--- config.mk ---
export PLATFORM = sky130hd
export DESIGN_NAME = mips_bus_arbiter
export DESIGN_NICKNAME = d
export VERILOG_FILES = /design/src/rtl/mips_bus_pkg.sv /design/src/rtl/bus_timeout_counter.sv /design/src/rtl/mips_bus_arbiter.sv
export SDC_FILE = /design/constraint.sdc
export NUM_CORES = 1
export LEC_CHECK = 0
export CAP_MARGIN = 20
export CORE_MARGIN = 2
export CORE_UTILIZATION = 40
export CTS_BUF_LIST = sky130_fd_sc_hd__clkbuf_4
export CTS_CLUSTER_DIAMETER = 150
export CTS_CLUSTER_SIZE = 30
export DETAILED_ROUTE_END_ITERATION = 8
export PLACE_DENSITY_LB_ADDON = 0.25
export SYNTH_ARGS = -nofsm -noshare
export SYNTH_HDL_FRONTEND = slang
export SYNTH_SLANG_ARGS = --single-unit
--- constraint.sdc ---
create_clock -name clk -period 6 [get_ports clk]
set_clock_uncertainty 0.05 [all_clocks]
set_input_delay 0.9 -clock clk [delete_from_list [all_inputs] [get_ports clk]]
set_output_delay 0.9 -clock clk [all_outputs]
set_load 0.02 [all_outputs]
--- src/rtl/mips_bus_pkg.sv ---
// Shared types and widths for the two-master MIPS bus arbiter.
// Grant selection for the idle-state arbitration decision lives here as well.
package mips_bus_pkg;

    localparam int unsigned ADDR_W = 32;
    localparam int unsigned DATA_W = 32;
    localparam int unsigned BE_W   = 4;
    localparam int unsigned CNT_W  = 10;

    typedef enum logic [1:0] {
        IDLE    = 2'd0,
        GRANT_I = 2'd1,
        GRANT_D = 2'd2
    } state_e;

    typedef enum logic {
        GNT_I = 1'b0,
        GNT_D = 1'b1
    } grant_e;

    typedef struct packed {
        logic [ADDR_W-1:0] addr;
        logic              read;
        logic              write;
        logic [DATA_W-1:0] wdata;
        logic [BE_W-1:0]   be;
    } bus_req_t;

    // On a tie the master that did not own the bus last time wins.
    function automatic grant_e pick_grant(input logic i_pend, input logic d_pend,
                                          input grant_e last);
        grant_e g;
        if (i_pend && d_pend) begin
            if (last == GNT_I) g = GNT_D;
            else               g = GNT_I;
        end else if (d_pend) begin
            g = GNT_D;
        end else begin
            g = GNT_I;
        end
        return g;
    endfunction

endpackage

--- src/rtl/bus_timeout_counter.sv ---
// Counts consecutive stalled grant cycles; expired fires on the stall cycle that
// brings the count to TIMEOUT.
module bus_timeout_counter
    import mips_bus_pkg::*;
#(
    parameter int unsigned TIMEOUT = 255
) (
    input  logic clk,
    input  logic reset,
    input  logic clear,
    input  logic enable,
    output logic expired
);

    localparam logic [CNT_W-1:0] LIMIT = CNT_W'(TIMEOUT - 1);

    logic [CNT_W-1:0] count_q;

    assign expired = enable && (count_q == LIMIT);

    always_ff @(posedge clk or negedge reset) begin
        if (!reset) begin
            count_q <= '0;
        end else if (clear) begin
            count_q <= '0;
        end else if (enable && !expired) begin
            count_q <= count_q + CNT_W'(1);
        end
    end

endmodule

--- src/rtl/mips_bus_arbiter.sv ---
// Round-robin arbiter sharing one memory bus between a fetch and a data master,
// with registered bus strobes and a stall timeout that sets a sticky error.
module mips_bus_arbiter
    import mips_bus_pkg::*;
#(
    parameter int unsigned TIMEOUT = 255
) (
    input  logic              clk,
    input  logic              reset,
    input  logic              i_read,
    input  logic [ADDR_W-1:0] i_address,
    output logic [DATA_W-1:0] i_readdata,
    output logic              i_waitrequest,
    input  logic              d_read,
    input  logic              d_write,
    input  logic [ADDR_W-1:0] d_address,
    input  logic [DATA_W-1:0] d_writedata,
    input  logic [BE_W-1:0]   d_byteenable,
    output logic [DATA_W-1:0] d_readdata,
    output logic              d_waitrequest,
    output logic [ADDR_W-1:0] address,
    output logic              read,
    output logic              write,
    output logic [DATA_W-1:0] writedata,
    output logic [BE_W-1:0]   byteenable,
    input  logic [DATA_W-1:0] readdata,
    input  logic              waitrequest,
    output logic              bus_error
);

    state_e   state_q;
    grant_e   last_q;
    bus_req_t bus_q;
    logic     bus_error_q;

    bus_req_t fetch_req;
    bus_req_t data_req;
    grant_e   pick;
    logic     i_pend;
    logic     d_pend;
    logic     start;
    logic     granted;
    logic     done;
    logic     stall;
    logic     expired;
    logic     i_ack;
    logic     d_ack;

    assign i_pend  = i_read;
    assign d_pend  = d_read | d_write;
    assign pick    = pick_grant(i_pend, d_pend, last_q);
    assign start   = (state_q == IDLE) && (i_pend || d_pend);
    assign granted = (state_q != IDLE);
    assign done    = granted && !waitrequest;
    assign stall   = granted && waitrequest;

    // A simultaneous read and write from the data master issues only the write.
    always_comb begin
        fetch_req       = '0;
        fetch_req.addr  = i_address;
        fetch_req.read  = 1'b1;
        fetch_req.be    = '1;
        data_req        = '0;
        data_req.addr   = d_address;
        data_req.read   = d_read & ~d_write;
        data_req.write  = d_write;
        data_req.wdata  = d_writedata;
        data_req.be     = d_byteenable;
    end

    bus_timeout_counter #(
        .TIMEOUT(TIMEOUT)
    ) u_timeout (
        .clk    (clk),
        .reset  (reset),
        .clear  (start),
        .enable (stall),
        .expired(expired)
    );

    always_ff @(posedge clk or negedge reset) begin
        if (!reset) begin
            state_q     <= IDLE;
            last_q      <= GNT_D;
            bus_q       <= '0;
            bus_error_q <= 1'b0;
        end else begin
            case (state_q)
                IDLE: begin
                    if (start) begin
                        last_q <= pick;
                        if (pick == GNT_I) begin
                            state_q <= GRANT_I;
                            bus_q   <= fetch_req;
                        end else begin
                            state_q <= GRANT_D;
                            bus_q   <= data_req;
                        end
                    end
                end
                GRANT_I, GRANT_D: begin
                    if (done || expired) begin
                        state_q <= IDLE;
                        bus_q   <= '0;
                        if (expired) bus_error_q <= 1'b1;
                    end
                end
                default: begin
                    state_q <= IDLE;
                    bus_q   <= '0;
                end
            endcase
        end
    end

    // An abort acknowledges the owner with zero data so it can move on.
    assign i_ack = (state_q == GRANT_I) && (done || expired);
    assign d_ack = (state_q == GRANT_D) && (done || expired);

    assign i_waitrequest = !i_ack;
    assign d_waitrequest = !d_ack;
    assign i_readdata    = ((state_q == GRANT_I) && done) ? readdata : '0;
    assign d_readdata    = ((state_q == GRANT_D) && done) ? readdata : '0;

    assign address    = bus_q.addr;
    assign read       = bus_q.read;
    assign write      = bus_q.write;
    assign writedata  = bus_q.wdata;
    assign byteenable = bus_q.be;
    assign bus_error  = bus_error_q;

endmodule

**After elaboration in Yosys (flattened, before gate mapping)**

Index checks and enable logic that the tools add are counted.

- Register bits after elaboration: 84
- Input port bits: 138
- Output and inout bits: 137
- Word-level logic and storage cells: 56

- Add/sub/neg operators: 1
- Eq/ne operators: 5
- Multiplexer cells: 15
- Bitwise operators: 3
- Reductions and logical operators: 23

Operators by type and width:

| kind | number |
|---|---|
| 70-bit 2-to-1 mux | 3 |
| 70-bit one-hot mux with 2 select lines | 1 |
| 32-bit 2-to-1 mux | 2 |
| 10-bit 2-to-1 mux | 2 |
| 10-bit by 1-bit adder with 10-bit output, second input constant | 1 |
| 10-bit by 8-bit == test with 1-bit output, second input constant | 1 |
| 1-bit logical AND | 10 |
| 2-bit 2-to-1 mux | 3 |
| 1-bit zero test | 4 |
| 2-bit != test, second input constant | 2 |
| 2-bit one-hot mux with 2 select lines | 1 |
| 2-bit AND reduction | 2 |
| 2-bit nonzero test | 2 |
| 1-bit 2-to-1 mux | 3 |
| 3-bit AND reduction | 1 |
| 2-bit by 1-bit == test with 1-bit output, second input constant | 1 |
| 2-bit == test, second input constant | 1 |
| 2-bit zero test | 1 |
| 1-bit logical OR | 2 |
| 2-bit OR reduction | 1 |
| 1-bit AND | 1 |
| 1-bit inverter | 1 |
| 1-bit OR | 1 |

**Depth between registers and ports, before layout**

Gate-level depths: netlist of the first run.

- Depth after elaboration: 7
- Mapped depth: 7
- Mapped depth without buffers: 6

**Modules after synthesis**

A second synthesis of the first run with hierarchy kept.

- Cell total of the unflattened synthesis: 463
- Area total of the unflattened synthesis: 4782.1 sq um

By module, submodules not included:

| module | instances | cells each | area each (sq um) |
|---|---|---|---|
| mips_bus_arbiter | 1 | 406 | 4219.0 |
| bus_timeout_counter | 1 | 57 | 563.0 |

**Worst setup path after synthesis of the first run**

No wires, ideal clock.

- Path type: input -> output
- From: in waitrequest
- To: out d_readdata[0]
- Arrival: 1.848 ns
- Path slack: 3.202 ns
- Cell stages on the path: 4
- Path buffers: 2
- Cells stage by stage: nor2_1 > clkbuf_1 > clkbuf_1 > and3_1

- Longest elaborated chain between the ends: 4

Ends and longest elaborated chain:

| what | line | source |
|---|---|---|
| start: declaration | mips_bus_arbiter.sv:27 | `input logic waitrequest,` |
| 1-bit zero test | mips_bus_arbiter.sv:54 | `assign done = granted && !waitrequest;` |
| 1-bit logical AND | mips_bus_arbiter.sv:54 |  |
| 1-bit logical AND | mips_bus_arbiter.sv:123 | `assign d_readdata = ((state_q == GRANT_D) && done) ? readdata : '0;` |
| 32-bit 2-to-1 mux | mips_bus_arbiter.sv:123 |  |
| end: declaration | mips_bus_arbiter.sv:19 | `output logic [DATA_W-1:0] d_readdata,` |

Every way passes these cells.

**Worst setup path in the final report of the first run**

- From: in waitrequest
- To: out d_readdata[12]

The elaborated chain is that of the path after synthesis.

==> results of run 1 <==
metal layers:
| layer | routed length [um] | vias up | GRT usage, % |
|---|---|---|---|
| li1 | - | 1875 | - |
| met1 | 5460 | 1902 | 27.8 |
| met2 | 7170 | 180 | 44.0 |
| met3 | 800 | 28 | 4.21 |
| met4 | 427 | 0 | 10.6 |
| met5 | 0 | - | 0 |
layout make-up:
type / instances / share of cell area, %
diodes: 1 / 0.0352
clock buffers: 9 / 0.950
clock inverters: 7 / 1.20
inverters: 7 / 0.369
multi-input cells: 239 / 26.1
flip-flops and latches: 84 / 29.6
well taps: 136 / 2.39
repair buffers: 279 / 39.4
worst register-to-register path: cells and delay by family, from the launching register on:
kind	cells	cell delay, ns
simple gates	2	1.36
buf+inv	2	0.35
flops	1	0.44
fa+ha+maj	1	0.32
compound gates	2	0.67
metrics by stage:
step                hold slack, ns  area (um2)
CTS                          0.442        7070
global placement             0.406        6920
detailed placement           0.422        6920
global route                 0.192        7110
finish                       0.232        7110
floorplan                    0.395        4150
registers in the layout, indices dropped and copies added, names as in the netlist:
register,flops
write,1
writedata,32
state_q,2
bus_error,1
address,32
byteenable,4
last_q,1
u_timeout.count_q,10
read,1
worst paths after layout:
kind,end,startpoint,slack (ns),cells after the start
max reg2reg,writedata[15]$_DFFE_PN0P_,state_q[1]$_DFFE_PN0P_,2.75,7
min reg2reg,last_q$_DFFE_PN1P_,last_q$_DFFE_PN1P_,0.44,2
max,d_readdata[12],waitrequest,2.24,5
min in group clk,last_q$_DFFE_PN1P_,last_q$_DFFE_PN1P_,0.44,2
min,writedata[25]$_DFFE_PN0P_,reset,0.23,1
max in group asynchronous,writedata[21]$_DFFE_PN0P_,reset,5.08,2
placed cells by master (no fill, tap or decap), drive strengths merged, types with 2 or more instances in the layout:
master	count
clkinv	3
a22o	33
o31a	2
mux2i	32
a21oi	4
nor4	3
a2111oi	2
xnor2	6
and4	2
and3	64
dfrtp	83
clkbuf	9
nand2b	2
o2bb2ai	36
clkdlybuf4s50	273
ha	5
nand4	3
nor2b	2
buf	6
a211oi	3
nor3	7
inv	9
a21o	2
nor2	14
nand2	7
power groups by stage:
stage	Combinational [uW]	Clock (uW)	Sequential, uW
finish	1590	341	920
CTS	1600	350	921
global route	1690	377	950
detailed placement	1600	0	922
global placement	1560	0	923
floorplan	693	0	1150
kinds of logic after synthesis:
group                    Yosys count  share of synthesized area (%)
XOR/XNOR                           6                           1.27
adder cells (fa/ha/maj)            5                           1.51
multiplexers                      33                           7.99
AND/OR/NAND/NOR                  109                           15.9
flip-flops                        84                           50.7
buffers and inverters             39                           5.04
AO/OA/AOI/OAI                     86                           17.6
==> metrics.md, run 1 <==
| Metric | Value |
|---|---|
| Switching Power | `between 1000 and 1500 uW` |
| Clock sink count | `84` |
| Area of the multi-input gates | `approximately 0.0019 mm2` |
| Setup tns final | `0 ns` |
| Synth Warn # | `0` |
| Initial drt markers | `approximately 250` |
| Clock Power Share | `around an eighth` |
| Prevailing post-synth register cell | `dfrtp_1` |
| Actual slew at the worst max-slew pin | `about 0.88 ns` |
| Cts hold-fix bufs | `0` |
| CP top delay family | `buffers and inverters` |
| Fillers | `779` |
| Worst path buffer plus inverter count | `3` |
| Crit Path Class | `primary input to output port` |
| Slowest stage delay, CP | `0.64 ns` |
| Max Clk Rate | `around 270 MHz` |
| DRC Markers | `0` |
| Root buf cell | `clkbuf_4` |
| I/O pin count | `roughly 280` |
| CTS Buf Count | `9` |
| Final net count | `about 760` |
| Top-count cell post-synth | `dfrtp_1` |
| CP endpoint kind | `output port` |
| Final HPWL DP | `10,400 um` |
| Wire per inst | `~18 um` |
| Die area | `0.0112 mm2` |
| CTS tree | `built` |
| Synthesized area per cell | `11.5 um2` |
| Die Width | `106 um` |
| Finished Core Util | `69.8%` |
| Total Routing Usage GR | `between 20% and 30%` |
| RSZ-0062 raised after global routing | `no` |
| Final Hold Vio Count | `0` |
| Worst-path clk slew | `~0.14 ns` |
| Synth cell count leaders | `dfrtp_1 (83), and3_1 (64), o2bb2ai_1 (36)` |
| FF/Latch Area | `around 0.0021 mm2` |
| Seq pwr share | `roughly a third` |
| Drt first pass iters | `4` |
| Worst hold path type | `primary input to async pin` |
| Area leader, netlist | `dfrtp_1` |
| Initial core utilization | `approximately 40%` |
| Run status | `complete, no violations` |
| Row count | `37` |
| Final setup viols | `0` |
| Max Transition Viols Final | `0` |
| Via count | `between 3k and 4k` |
| Initial antenna violation count | `1` |
| DP Worst Slack | `~1.8 ns` |
| Power Internal | `roughly 1600 uW` |
| Pleak | `approximately 0.0032 uW` |
| Post-synthesis cell area | `between 0.004 and 0.005 mm2` |
| First-pass GRT wire length | `between 20,000 and 25,000 um` |
| Area growth syn-to-layout | `71.4%` |
| WL final | `roughly 14,000 um` |
| Power density over cell area | `about 400 mW/mm2` |
| Asr flop ratio synth | `between 90% and 100%` |
| Synthesized instance count | `362` |
| Setup bufs post-CTS | `0` |
| Die height | `between 100 and 150 um` |
| Clock latency on the worst-skew pair | `0.42 ns` |
| Post-Layout Cell Count | `between 700 and 800` |
| Placed cells | `roughly 740` |
| Cts repair resizes | `0` |
| Slowest cell on crit path | `clkdlybuf4s50_1` |
| Largest cells by area after synthesis | `dfrtp_1 (50%), and3_1 (9.7%), mux2i_1 (7.7%), o2bb2ai_1 (7.6%), a22o_1 (7.0%)` |
| Post-synth top area share | `50.1%` |
| Most common cell on crit path | `clkdlybuf4s50_1` |
| Core area | `0.0102 mm2` |
| Gr ovfl total | `0` |
| Power, Total | `approximately 2900 uW` |
| Sequential fraction of the synthesis area | `50.7%` |
| Final setup margin | `about 2.2 ns` |
| Vias/cell | `around 5.2` |
| Mapped Nets | `~510` |
| PortBufs | `274` |
| Number of enable flip-flop cells after synthesis | `0` |
| Worst path arrival time | `around 2.8 ns` |
| Startpoint types | `primary input` |
| Fraction of layout cells with a size suffix above 1 | `approximately 5.3%` |
| Period minus WS final | `between 3 and 4 ns` |
| Largest net degree at the start of global routing | `85` |
| Rel. slew slack | `slightly above 40%` |
| Yosys reg bits | `between 80 and 90` |
| Vias in the first global route | `roughly 4.0k` |
| Worst-case vdd ir drop | `around 0.00027 V` |
| Clock buffer depth | `2` |
| Library cells used by synthesis | `40` |
| RD Place Congestion | `between 0.8 and 0.9` |
| Gate power share | `between 50% and 60%` |
| CTS H-tree depth | `3` |
| Max FO, Critical Path | `65` |
| Fin crit share | `62.6%` |
| Max-cap violations | `0` |
| Worst Path Required | `approximately 5.1 ns` |
| Critical path cell sequence | `clkdlybuf4s50_1 -> nor2_2 -> buf_4 -> and3_1 -> clkdlybuf4s50_1` |
| Antenna viol nets, final | `0` |
| Switching part of the total power | `roughly 43%` |
Power figures use the tool's default switching activity.
==> inputs of run 2 (changes only) <==
--- a/config.mk
+++ b/config.mk
@@ -7,7 +7,7 @@
 export LEC_CHECK = 0
 export CAP_MARGIN = 20
 export CORE_MARGIN = 2
-export CORE_UTILIZATION = 40
+export CORE_UTILIZATION = 37
 export CTS_BUF_LIST = sky130_fd_sc_hd__clkbuf_4
 export CTS_CLUSTER_DIAMETER = 150
 export CTS_CLUSTER_SIZE = 30
==> constraint.sdc (replaced) <==
create_clock -name clk -period 3.8 [get_ports clk]
set_clock_uncertainty 0.05 [all_clocks]
set_input_delay 0.57 -clock clk [delete_from_list [all_inputs] [get_ports clk]]
set_output_delay 0.57 -clock clk [all_outputs]
set_load 0.02 [all_outputs]
==> metrics.md, run 2 (same netlist as run 1, synthesis figures left out) <==
| Metric | Value |
|---|---|
| Clock Power Share | `9.3%` |
| Setup bufs post-CTS | `0` |
| First-pass GRT wire length | `about 20,000 um` |
| Max Clk Rate | `296 MHz` |
| Switching Power | `~1900 uW` |
| CTS tree | `built` |
| Pleak | `approximately 0.0032 uW` |
| Startpoint types | `register` |
| Clock buffer depth | `2` |
| Cts repair resizes | `0` |
| Clock sink count | `84` |
| DRC Markers | `0` |
| Via count | `roughly 4k` |
| Placed Area | `0.00694 mm2` |
| Final net count | `766` |
| Gate power share | `roughly 58%` |
| Die height | `around 110 um` |
| Die area | `~0.012 mm2` |
| Die Width | `roughly 110 um` |
| Period minus WS final | `approximately 3.4 ns` |
| PortBufs | `approximately 270` |
| CTS H-tree depth | `3` |
| Initial core utilization | `38.1%` |
| Vias/cell | `5.23` |
| Root buf cell | `clkbuf_4` |
| Cell area after layout | `between 0.007 and 0.008 mm2` |
| Worst Path Required | `approximately 3.2 ns` |
| Wire per inst | `around 18 um` |
| Max FO, Critical Path | `5` |
| Total Routing Usage GR | `22.0%` |
| Crit Path Class | `register to output port` |
| Worst-case vdd ir drop | `~0.00044 V` |
| Rel. slew slack | `41.9%` |
| Max Transition Viols Final | `0` |
| RD Place Congestion | `between 0.8 and 0.9` |
| CTS Buf Count | `9` |
| Fin crit share | `89.0%` |
| Initial antenna violation count | `3` |
| Area growth syn-to-layout | `71.1%` |
| Antenna viol nets, final | `0` |
| Final setup viols | `0` |
| Switching part of the total power | `between 40% and 50%` |
| Fraction of layout cells with a size suffix above 1 | `under 10%` |
| Initial drt markers | `186` |
| Power density over cell area | `around 620 mW/mm2` |
| Largest net degree at the start of global routing | `between 80 and 90` |
| Core area | `approximately 0.011 mm2` |
| Cts hold-fix bufs | `0` |
| Seq pwr share | `32.8%` |
| Vias in the first global route | `between 3k and 4k` |
| Run status | `complete, no violations` |
| Max-cap violations | `0` |
| Worst path arrival time | `approximately 2.8 ns` |
| I/O pin count | `roughly 280` |
| Finished Core Util | `between 60% and 70%` |
| Row count | `38` |
| WL final | `about 14,000 um` |
| Power Internal | `approximately 2500 uW` |
| RSZ-0062 raised after global routing | `no` |
| Actual slew at the worst max-slew pin | `0.871 ns` |
| Drt first pass iters | `6` |
| Clock latency on the worst-skew pair | `0.41 ns` |
| Gr ovfl total | `0` |
| Setup tns final | `0 ns` |
| CP endpoint kind | `output port` |
| Worst-path clk slew | `0.12 ns` |
| Commonest non-fill, non-tap cell in the layout | `clkdlybuf4s50_1` |
| Final Hold Vio Count | `0` |
| Final HPWL DP | `10,400 um` |
| Worst hold path type | `register to register` |
| Most frequent cells in the layout | `clkdlybuf4s50_1 (273), dfrtp_1 (83), and3_1 (64)` |
-- run 2: power groups by stage --
stage               clock network (uW)  logic (uW)  registers [uW]
finish                             406        2530            1430
global route                       468        2710            1480
CTS                                422        2540            1440
detailed placement                   0        2540            1440
global placement                     0        2480            1440
floorplan                            0        1090            1810
-- run 2: area by class of cell --
cell class,instances,area [um2]
inverters,7,26.3
fillers,879,3790
clock inverters,3,17.5
flip-flops and latches,84,2100
clock buffers,10,75.1
diodes,3,7.51
well taps,140,175
multi-input cells,239,1850
repair buffers,282,2840
-- run 2: path summary, 6_finish.rpt --
path | start | endpoint | slack, ns | depth (start not counted)
worst max-delay path | u_timeout.count_q[0]$_DFFE_PN0P_ | i_waitrequest | 0.42 | 7
worst min-delay path | last_q$_DFFE_PN1P_ | last_q$_DFFE_PN1P_ | 0.43 | 2
worst max register to register | state_q[0]$_DFFE_PN0P_ | writedata[26]$_DFFE_PN0P_ | 1.35 | 7
worst min register to register | last_q$_DFFE_PN1P_ | last_q$_DFFE_PN1P_ | 0.43 | 2
max in group asynchronous | reset | last_q$_DFFE_PN1P_ | 2.58 | 3
min in group asynchronous | reset | writedata[0]$_DFFE_PN0P_ | 0.48 | 2
-- run 2: routing by layer --
layer / vias up / part of all wire, % / track usage, %
met2: 190 / 51 / 38.1
met4: 0 / 2.4 / 10.0
met1: 1912 / 37 / 24.7
li1: 1894 / - / -
met5: - / 0 / 0
met3: 21 / 9.3 / 6.70
-- run 2: stage by stage --
stage          cells  total power [uW]  worst slack, ns  hold slack, ns
2_1_floorplan    362              2910             1.48           0.224
3_3_place_gp     749              3920            0.813           0.403
3_5_place_dp     749              3980            0.736           0.411
4_1_cts          762              4400            0.384           0.294
5_1_grt          768              4660            0.241           0.442
6_report         768              4370            0.417           0.427
-- run 2: critical path, stage by stage (launching register included) --
cell and delay, ns:
dfrtp_1 0.45, inv_1 0.08, ha_1 0.15, or3b_4 0.41
or3_1 0.38, a21oi_1 0.23, nand2_1 0.07, clkdlybuf4s50_1 0.58
==> patch 1: new RTL, config.mk and constraints of run 1 <==
`TIMEOUT` is set to 255 in 2 places; all go to 191.
--- a/src/rtl/bus_timeout_counter.sv
+++ b/src/rtl/bus_timeout_counter.sv
@@ -3,7 +3,7 @@
 module bus_timeout_counter
     import mips_bus_pkg::*;
 #(
-    parameter int unsigned TIMEOUT = 255
+    parameter int unsigned TIMEOUT = 191
 ) (
     input  logic clk,
     input  logic reset,
--- a/src/rtl/mips_bus_arbiter.sv
+++ b/src/rtl/mips_bus_arbiter.sv
@@ -3,7 +3,7 @@
 module mips_bus_arbiter
     import mips_bus_pkg::*;
 #(
-    parameter int unsigned TIMEOUT = 255
+    parameter int unsigned TIMEOUT = 191
 ) (
     input  logic              clk,
     input  logic              reset,
Formal check against the unedited RTL: no difference found for any inputs over 10 cycles, from zero or initial values and one cycle with reset low; that may be too few to reach the edited logic, so the function may still have changed.
==> patch 1 against run 1 <==
  * Sequential cell count stayed put
  * Routed wire length is 3.4% higher
  * Register-to-register slack better by 0.15 ns
  * Cell count is 13% higher
  * Synthesized area is 8.7% higher
  * Sequential power is 7.8% higher
  * Final area is 5.8% higher
  * Worst setup slack better by 0.019 ns
  * Total power is 19% higher
  * Die area is 8.3% higher
  * Largest power group unchanged
  * Highest routed layer unchanged
==> patch 1: results (changes against run 1) <==
Area after DPL=7350 um2 (+6.2%); layout cell share with drive strength beyond 1=0.0913 (+0.0385); comb pwr=2.08 mW (+31%); VDD IR max=0.279 mV (+4.0%); headroom to the max-slew limit=0.316 (-0.0996); grt met1 use=0.271 (-0.00735); main area contributors after synthesis=dfrtp_1 (46%), and2_1 (9.0%), a22o_2 (6.7%), o2bb2ai_1 (6.4%), nand2_1 (6.1%); GRT met3 Usage=0.0641 (+0.0220); Vias=4461 (+12%); critical path's top delay family=buffers and inverters; WP data arrival=2.79 ns (-0.02 ns); R2R setup slack=2.90 ns (+0.15 ns); initial drt markers=248 (-1.6%); global-route wire length before repair=21700 um (+2.0%); Net Count, Synth=605 (+20%); Crit Reg-Reg Endpoint=writedata[24]; placed insts=846 (+14%); CP Capture Point=d_readdata[21]; Hold WS=0.218 ns (-0.0138 ns); crit-path max FO=32 (-51%); Hold Crit Class=in -> async; Final Wtd Congestion=0.795 (-7.0%); Final Net Count=861 (+13%); part of the power in the clock network=0.097 (-0.023); met2 track demand over resource=0.394 (-0.0461); Post-DP HPWL=10600 um (+1.4%); Syn Area/Cell=9.76 um2 (-15%); Clock Path Buffers=2 (unchanged); grt total ovfl=0 (unchanged); Setup WS pre-CTS=2.29 ns (+0.457 ns); cts bufs inserted=9 (unchanged); routed length per instance=16.6 um (-8.8%); Via density=5.16 (-1.3%); outcome=complete, no violations; vias in the first global route=4430 (+10%); Pint=1.93 mW (+17%); Pleak=3.19 nW (+0.89%); Pre-antenna DRT Iters=4 (unchanged); Crit-path slowest cell=clkdlybuf4s50_1; switching pwr=1.47 mW (+22%); total track usage=0.229 (-0.0131); sequential area share after synthesis=0.466 (-0.0405); commonest cells in the netlist=dfrtp_1 (83), nand2_1 (73), and2_1 (65), o21ai_0 (38), and3_1 (35); Max H-tree Level=3 (unchanged)
patch 1: cell count changes after synthesis, sizes merged, moves of 6 or more:
cell,before,now
and2,0,65
and3,64,36
clkbuf,18,25
mux2i,32,4
nand2,7,74
nor2,14,5
o21ai,1,39
xnor2,6,0
patch 1: metal layers:
| metal | up-vias | wire, um |
|---|---|---|
| li1 | 2153 | - |
| met1 | 2105 | 5720 |
| met2 | 177 | 7050 |
| met3 | 26 | 1240 |
| met4 | 0 | 311 |
| met5 | - | 0 |
patch 1: layout make-up:
cell class | count | area [um2]
diodes | 1 | 2.50
clock buffers | 9 | 67.6
clock inverters | 7 | 76.3
fillers | 875 | 3410
inverters | 4 | 15.0
multi-input cells | 338 | 2260
flip-flops and latches | 84 | 2100
well taps | 140 | 175
repair buffers | 281 | 2830
patch 1: cell families after synthesis:
family,share of synthesized area
DFF,0.466
buffers and inverters,0.0447
adders and majority gates,0.0139
and+or+nand+nor,0.247
muxes,0.00888
AOI/OAI and AO/OA,0.216
xor gates and xnor gates,0.00389
==> patch 2: new RTL, flow settings as in run 1 <==
Made on the original files. Register the output `bus_error` once more, with the module's reset; this adds one clock of latency there. The other outputs are not delayed to match.
--- a/src/rtl/mips_bus_arbiter.sv
+++ b/src/rtl/mips_bus_arbiter.sv
@@ -127,7 +127,13 @@
     assign write      = bus_q.write;
     assign writedata  = bus_q.wdata;
     assign byteenable = bus_q.be;
-    assign bus_error  = bus_error_q;
+    always_ff @(posedge clk or negedge reset) begin
+        if (!reset) begin
+            bus_error <= '0;
+        end else begin
+            bus_error <= bus_error_q;
+        end
+    end
 
 endmodule
 
Function: same outputs for any inputs over 10 cycles, from zero or initial values and one cycle with reset low; that may be too few to reach the edited logic, so the function may still have changed.
==> patch 2 against run 1 <==
  * Sequential cell count is 1 higher
  * Worst setup slack better by 0.0051 ns
  * Synthesized area is 0.60% higher
  * Fmax is 0.14% higher
  * Clock power is 16% lower
  * Total power is 1.0% lower
  * Non-clock buffer count is 1 higher
  * Final area is 0.18% higher
  * Die area is 0.58% higher
  * Routed wire length is 1.8% lower
  * Hold slack better by 0.0084 ns
==> patch 2: results (changes against run 1) <==
outcome=complete, no violations; vias in the first global route=4062 (+1.2%); total track usage=0.237 (-0.00556); register area=2130 um2 (+1.2%); XOR/XNOR Fraction of Synth Area=0.0126 (-0.0000759); initial antenna violation count=0 (-1); Net Count, Synth=506 (+0.20%); placed insts=746 (+0.40%); footprint of the multi-input gates=1850 um2 (-0.13%); Seq group=924 uW (+0.4%); clk_lat worst skew=0.40 ns (-0.02 ns); Adder-Cell Fraction of Synth Area=0.0150 (-0.0000904); routed length per instance=17.8 um (-1.9%); mux share of post-synthesis cell area=0.0794 (-0.000479); Via density=5.26 (+0.57%); Clock Buffer Count=10 (+1); pin count of the biggest net entering global routing=86 (+1.2%); WP data arrival=2.80 ns (about the same); headroom to the max-slew limit=0.310 (-0.106); global-route wire length before repair=21000 um (-1.4%); buffering overhead=0.397 (+0.00264); Hold WS=0.240 ns (+0.00836 ns); DIE AREA=11300 um2 (+0.58%); Pleak=3.17 nW (+0.25%); Max stage delay on crit path=0.62 ns (-0.02 ns); initial drt markers=169 (-33%); VDD IR max=0.303 mV (+13%); Final Net Count=765 (+0.26%); clock-cell share of area=0.0170 (-0.00443); Pint=1.62 mW (-1.2%); Seq Cell Count=85 (+1.2%); Area after DPL=6980 um2 (+0.83%); Setup WS pre-CTS=2.27 ns (+0.442 ns); sequential area share after synthesis=0.510 (+0.00296); Final Wtd Congestion=0.831 (-2.7%); layout cell share with drive strength beyond 1=0.0526 (-0.000168); f_max=267 MHz (+0.14%)
-- patch 2: cell count changes in the layout (fill, tap and decap cells not counted) --
| cell | run 1 | this run |
|---|---|---|
| buf_16 | 1 | 2 |
| nand2b_2 | 1 | 0 |
| clkinvlp_4 | 1 | 2 |
| clkbuf_4 | 9 | 10 |
| diode_2 | 1 | 0 |
| buf_4 | 4 | 5 |
| buf_6 | 1 | 0 |
| nand2b_1 | 1 | 2 |
| dfrtp_1 | 83 | 84 |
| bufinv_16 | 1 | 0 |
| clkinv_8 | 1 | 0 |
-- patch 2: path summary, 6_finish.rpt --
path,to,cells past startpoint
max,i_readdata[5],5
min,writedata[0],1
max reg2reg,writedata[17],7
min reg2reg,bus_error,0
max in group asynchronous,last_q,2
min in group clk,bus_error,0
-- patch 2: metal layers --
metal  vias to the layer above  global-route usage  wire, um
li1                       1885                   -         -
met1                      1933               0.267      5190
met2                       172               0.424      6950
met3                        23              0.0674      1070
met4                         0              0.0865       399
met5                         -                   0         0
